## src/rtl/aes_ctrl_pkg.sv

```systemverilog
`default_nettype none
// ============================================================================
//  Module      : aes_ctrl_pkg
//  Description : Shared definitions for the AES round-control logic:
//                scheduler state encoding, round counts for the three AES
//                key sizes, and the round-key index mapping.
//  Ports       : none (package)
//  Revision    : 1.0 - initial release
// ============================================================================
package aes_ctrl_pkg;

    // Round counts for AES-128 / AES-192 / AES-256.
    localparam int NR_128 = 10;
    localparam int NR_192 = 12;
    localparam int NR_256 = 14;

    // Scheduler states, explicitly 2 bits wide.
    typedef enum logic [1:0] {
        ST_IDLE  = 2'd0,
        ST_ROUND = 2'd1,
        ST_FINAL = 2'd2,
        ST_DONE  = 2'd3
    } state_e;

    // Round-key index used in round r.
    // Encryption walks the keys upward. Decryption walks them downward,
    // starting from key NR.
    // The same mapping covers the initial load (r = 0) and the final
    // round (r = NR).
    function automatic int key_index(input logic dec, input int r, input int nr);
        return dec ? (nr - r) : r;
    endfunction

endpackage
`default_nettype wire

```

## src/rtl/aes_round_sched.sv

```systemverilog
`default_nettype none
// ============================================================================
//  Module      : aes_round_sched
//  Description : Iterative AES round scheduler. Accepts one 128-bit block at
//                a time and sequences a shared round datapath through NR
//                rounds. After the last round it holds the result valid
//                until the consumer takes it.
//  Ports       : clk, rst          - clock, async active-high reset
//                key_ready         - round keys 0..NR present in key store
//                in_valid/in_ready - block input handshake
//                in_decrypt        - 1 = decrypt, sampled on accept
//                abort             - synchronous cancel of the current block
//                out_valid/out_ready - result handshake
//                dp_load/dp_en/dp_final/dp_inv/dp_round - datapath controls
//                key_idx           - round-key index for this cycle
//                busy              - block in flight
//  Parameters  : NR - rounds per block (10/12/14).
//                RW - width of the round and key-index fields.
//                     Requires 2**RW > NR.
//  Revision    : 1.0 - initial release
// ============================================================================
module aes_round_sched
    import aes_ctrl_pkg::*;
#(
    parameter int NR = NR_128,
    parameter int RW = 4
) (
    input  logic          clk,
    input  logic          rst,
    input  logic          key_ready,
    input  logic          in_valid,
    input  logic          in_decrypt,
    output logic          in_ready,
    input  logic          abort,
    output logic          out_valid,
    input  logic          out_ready,
    output logic          dp_load,
    output logic          dp_en,
    output logic          dp_final,
    output logic          dp_inv,
    output logic [RW-1:0] dp_round,
    output logic [RW-1:0] key_idx,
    output logic          busy
);

    localparam logic [RW-1:0] C_NR    = RW'(NR);
    localparam logic [RW-1:0] C_NR_M1 = RW'(NR - 1);
    localparam logic [RW-1:0] C_ONE   = RW'(1);

    state_e        state_q, state_d;
    logic [RW-1:0] r_q, r_d;
    logic          dec_q, dec_d;

    logic          w_accept;
    logic [RW-1:0] w_kidx_run;
    logic [RW-1:0] w_kidx_idle;

    // The accept term is masked with rst. While reset is held, dp_load and
    // dp_inv stay low even if a block is being presented.
    assign w_accept = (state_q == ST_IDLE) & in_valid & key_ready & ~abort & ~rst;

    // The round counter already holds NR in FINAL, so one mapping serves
    // ROUND and FINAL.
    assign w_kidx_run  = RW'(key_index(dec_q, int'(r_q), NR));
    assign w_kidx_idle = RW'(key_index(in_decrypt, 0, NR));

    // ------------------------------------------------------------------
    // State register
    // ------------------------------------------------------------------
    always_ff @(posedge clk or posedge rst) begin
        if (rst) begin
            state_q <= ST_IDLE;
            r_q     <= '0;
            dec_q   <= 1'b0;
        end else begin
            state_q <= state_d;
            r_q     <= r_d;
            dec_q   <= dec_d;
        end
    end

    // ------------------------------------------------------------------
    // Next-state logic
    // ------------------------------------------------------------------
    always_comb begin
        state_d = state_q;
        r_d     = r_q;
        dec_d   = dec_q;
        if (abort) begin
            // Cancel wins over every other event, in every state.
            state_d = ST_IDLE;
            r_d     = '0;
        end else begin
            case (state_q)
                ST_IDLE: begin
                    if (w_accept) begin
                        dec_d   = in_decrypt;
                        r_d     = C_ONE;
                        state_d = (NR == 1) ? ST_FINAL : ST_ROUND;
                    end
                end
                ST_ROUND: begin
                    if (r_q == C_NR_M1) begin
                        r_d     = C_NR;
                        state_d = ST_FINAL;
                    end else begin
                        r_d     = r_q + C_ONE;
                    end
                end
                ST_FINAL: begin
                    state_d = ST_DONE;
                end
                ST_DONE: begin
                    if (out_ready) begin
                        state_d = ST_IDLE;
                        r_d     = '0;
                    end
                end
                default: begin
                    state_d = ST_IDLE;
                    r_d     = '0;
                end
            endcase
        end
    end

    // ------------------------------------------------------------------
    // Output logic
    // ------------------------------------------------------------------
    always_comb begin
        in_ready  = 1'b0;
        out_valid = 1'b0;
        dp_load   = 1'b0;
        dp_en     = 1'b0;
        dp_final  = 1'b0;
        dp_inv    = 1'b0;
        dp_round  = '0;
        key_idx   = '0;
        busy      = (state_q != ST_IDLE);
        case (state_q)
            ST_IDLE: begin
                // While reset is held, in_ready follows key_ready and
                // ignores abort.
                in_ready = key_ready & (rst | ~abort);
                dp_load  = w_accept;
                dp_inv   = in_decrypt & w_accept;
                key_idx  = w_kidx_idle;
            end
            ST_ROUND: begin
                dp_en    = ~abort;
                dp_round = r_q;
                dp_inv   = dec_q;
                key_idx  = w_kidx_run;
            end
            ST_FINAL: begin
                dp_en    = ~abort;
                dp_final = 1'b1;
                dp_round = C_NR;
                dp_inv   = dec_q;
                key_idx  = w_kidx_run;
            end
            ST_DONE: begin
                out_valid = ~abort;
                dp_inv    = dec_q;
            end
            default: begin
                busy = 1'b0;
            end
        endcase
    end

endmodule
`default_nettype wire
```

## config.mk

```make
export PLATFORM = sky130hd
export DESIGN_NAME = aes_round_sched
export DESIGN_NICKNAME = d
export VERILOG_FILES = /design/src/rtl/aes_ctrl_pkg.sv /design/src/rtl/aes_round_sched.sv
export SDC_FILE = /design/constraint.sdc
export NUM_CORES = 1
export LEC_CHECK = 0
export CORE_MARGIN = 4
export CORE_UTILIZATION = 45
export CTS_CLUSTER_SIZE = 25
export DETAILED_ROUTE_END_ITERATION = 8
export PLACE_DENSITY = 0.77
export SLEW_MARGIN = 25
export SYNTH_ARGS = -nofsm -noshare
export SYNTH_HDL_FRONTEND = slang
export SYNTH_SLANG_ARGS = --single-unit
```

## constraint.sdc

```tcl
create_clock -name clk -period 2.15 [get_ports clk]
set_input_delay 0.215 -clock clk [delete_from_list [all_inputs] [get_ports clk]]
set_output_delay 0.215 -clock clk [all_outputs]
set_load 0.05 [all_outputs]
```

==> impl_metrics.env <==
export IMPL_outcome="complete, no violations"
export IMPL_final_cell_area_um2=1080
export IMPL_cts_buffer_depth=2
export IMPL_instances_no_fill=122
export IMPL_synthesis_nets=98
export IMPL_cts_tree="done"
export IMPL_relSlewSlack_pct=66.9
export IMPL_slew_violations=0
export IMPL_htreeDepth=1
export IMPL_syn_to_final_growth_pct=54.4
export IMPL_layout_nets=122
export IMPL_drtIter0Drc=23
export IMPL_cts_hold_buf=0
export IMPL_crit_chain="inv_1, ha_1, clkdlybuf4s50_1"
export IMPL_synthArstFlopShare_pct=100
export IMPL_hold_viol_final=0
export IMPL_route_detailed_drc=0
export IMPL_path_class="reg2out"
export IMPL_synth_distinct_cells=35
export IMPL_setup_tns_ns=0
export IMPL_insertion_delay_ns=0.26
export IMPL_end_kind="primary output"
export IMPL_synth_edf_count=0
export IMPL_path_buf_inv=2
export IMPL_p_leak_nw=0.449
export IMPL_crit_path_start_kind="flip-flop"
export IMPL_fin_crit_sh_pct=94.0
export IMPL_grt_first_pass_wirelength_um=2950
export IMPL_syn_instance_count=84
export IMPL_wl_met3_um=128
export IMPL_regArea_um2=175
export IMPL_mostFrequentLayoutCells="buf_12, nand2_1"
export IMPL_core_area_um2=1380
export IMPL_wl_per_cell_um=14.1
export IMPL_setup_violations_final=0
export IMPL_cts_resized=0
export IMPL_drive_gt1_share_pct=25.2
export IMPL_max_cap_violations=0
export IMPL_grt_usage_pct=19.0
export IMPL_ys_seq_area_share_pct=25.1
export IMPL_fmax_mhz=495
export IMPL_gp_congestion=0.842
export IMPL_dp_cells=118
export IMPL_fin_util_pct=77.8
export IMPL_final_common_cell="buf_12"
export IMPL_critical_path_top_delay_family="buffers and inverters"
export IMPL_drt_wl_total_um=1720
export IMPL_via_per_inst=5.75
export IMPL_cts_setup_buffers=0
export IMPL_synthesis_area_um2=697
export IMPL_cts_num_sinks=7
export IMPL_grt_max_degree=12
export IMPL_antenna_found_initial=0
export IMPL_cpMaxStageDelayCell="clkdlybuf4s50_1"
export IMPL_top_layer_used="met4"
export IMPL_wl_met1_um=766
export IMPL_skew_ns=0.00805
export IMPL_die_h_um=47.4
export IMPL_multi_input_area_um2=493
export IMPL_ys_warnings_count=0
export IMPL_fill_cells=103
export IMPL_dp_hpwl_um=1360
export IMPL_antenna_cells=0
export IMPL_required_ns=1.93
export IMPL_ioPinCount=22
export IMPL_max_vdd_ir_drop_mv=1.00
export IMPL_grt_pass1_vias=671
export IMPL_core_rowCount=13
export IMPL_cts_buffers=3
export IMPL_start_util_pct=50.4
export IMPL_via_count=701
export IMPL_clk_pin_slew_worst_paths_ns=0.06
export IMPL_tightestPinTransition_ns=0.495
export IMPL_first_pass_iters=6
export IMPL_rsz0062_at_grt="no"
export IMPL_syn_area_per_cell_um2=8.30
export IMPL_crit_path_max_incr_delay_ns=0.81
export IMPL_root_buffer="clkbuf_4"
export IMPL_gr_total_overflow=0
export IMPL_numPortBuffers=21
export IMPL_finalCriticalPeriod_ns=2.02
export IMPL_die_area_um2=2240
export IMPL_wl_met2_um=780
export IMPL_crit_fanout=4
export IMPL_place_area_um2=1050
export IMPL_drtAntennaViolNets=0
export IMPL_power_density_nw_per_um2=1210
export IMPL_die_w_um=47.4
export IMPL_ys_ff_latch=7
export IMPL_synthFlopType="dfrtp_1"
export IMPL_worstPathArrival_ns=1.81
export IMPL_hp_class="in2async"
-- metal layers --
| metal | track usage [%] | up-vias |
|---|---|---|
| met5 | 0 | - |
| met4 | 12.7 | 0 |
| met3 | 1.15 | 5 |
| met2 | 30.2 | 36 |
| met1 | 24.5 | 314 |
| li1 | - | 346 |
-- where the power goes --
part / switching (mW) / internal (mW)
sequential: 0.0356 / 0.161
clock: 0.0522 / 0.0710
combinational: 0.578 / 0.399
total: 0.666 / 0.631
-- final cells by class --
| type | instances | area share [%] |
|---|---|---|
| Multi-Input combinational cell | 66 | 45.8 |
| Tap cell | 15 | 1.74 |
| Timing Repair Buffer | 22 | 30.9 |
| Inverter | 8 | 2.79 |
| Sequential cell | 7 | 16.3 |
| Clock buffer | 4 | 2.44 |
-- stage by stage --
stage	total power [mW]	hold slack, ns	worst slack, ns
2_1_floorplan	0.812	0.0266	0.00761
6_report	1.30	0.260	0.128
4_1_cts	1.30	0.273	0.119
3_5_place_dp	1.17	0.547	0.316
5_1_grt	1.38	0.305	0.0528
3_3_place_gp	1.16	0.525	0.364
-- final timing paths --
check / from / to / slack [ns] / depth (start not counted)
min in group clk: in_decrypt / dec_q / 0.62 / 3
max in group asynchronous: rst / r_q[1] / 1.64 / 2
max: state_q[0] / dp_final / 0.13 / 3
min: rst / state_q[0] / 0.26 / 2
max reg2reg: state_q[1] / r_q[3] / 0.37 / 5
min reg2reg: state_q[0] / state_q[0] / 0.63 / 2
-- sequential cells by signal, indices dropped and copies added (netlist names) --
signal and cells:
dec_q 1, state_q 2, r_q 4
-- synthesized netlist by cell type (all sizes together) (3+ instances only) --
cell | number | share of area [%]
o21ai | 4 | 3.4
dfrtp | 7 | 25
nand2b | 4 | 4.0
ha | 7 | 13
a21oi | 5 | 3.6
inv | 8 | 4.3
nor2 | 3 | 1.6
o31ai | 4 | 4.3
xnor2 | 3 | 3.8
nor2b | 5 | 4.5
nand2 | 9 | 4.8
nand3 | 3 | 2.2
-- logic make-up after synthesis --
| family | after synthesis | synth area share (%) |
|---|---|---|
| and+or+nand+nor | 35 | 30.2 |
| AOI/OAI and AO/OA | 20 | 20.6 |
| buffers and inverters | 11 | 6.28 |
| adders and majority gates | 7 | 12.6 |
| DFF | 7 | 25.1 |
| xor gates and xnor gates | 3 | 3.77 |
| muxes | 1 | 1.44 |
Note: power is estimated with default switching activity, not from simulation.
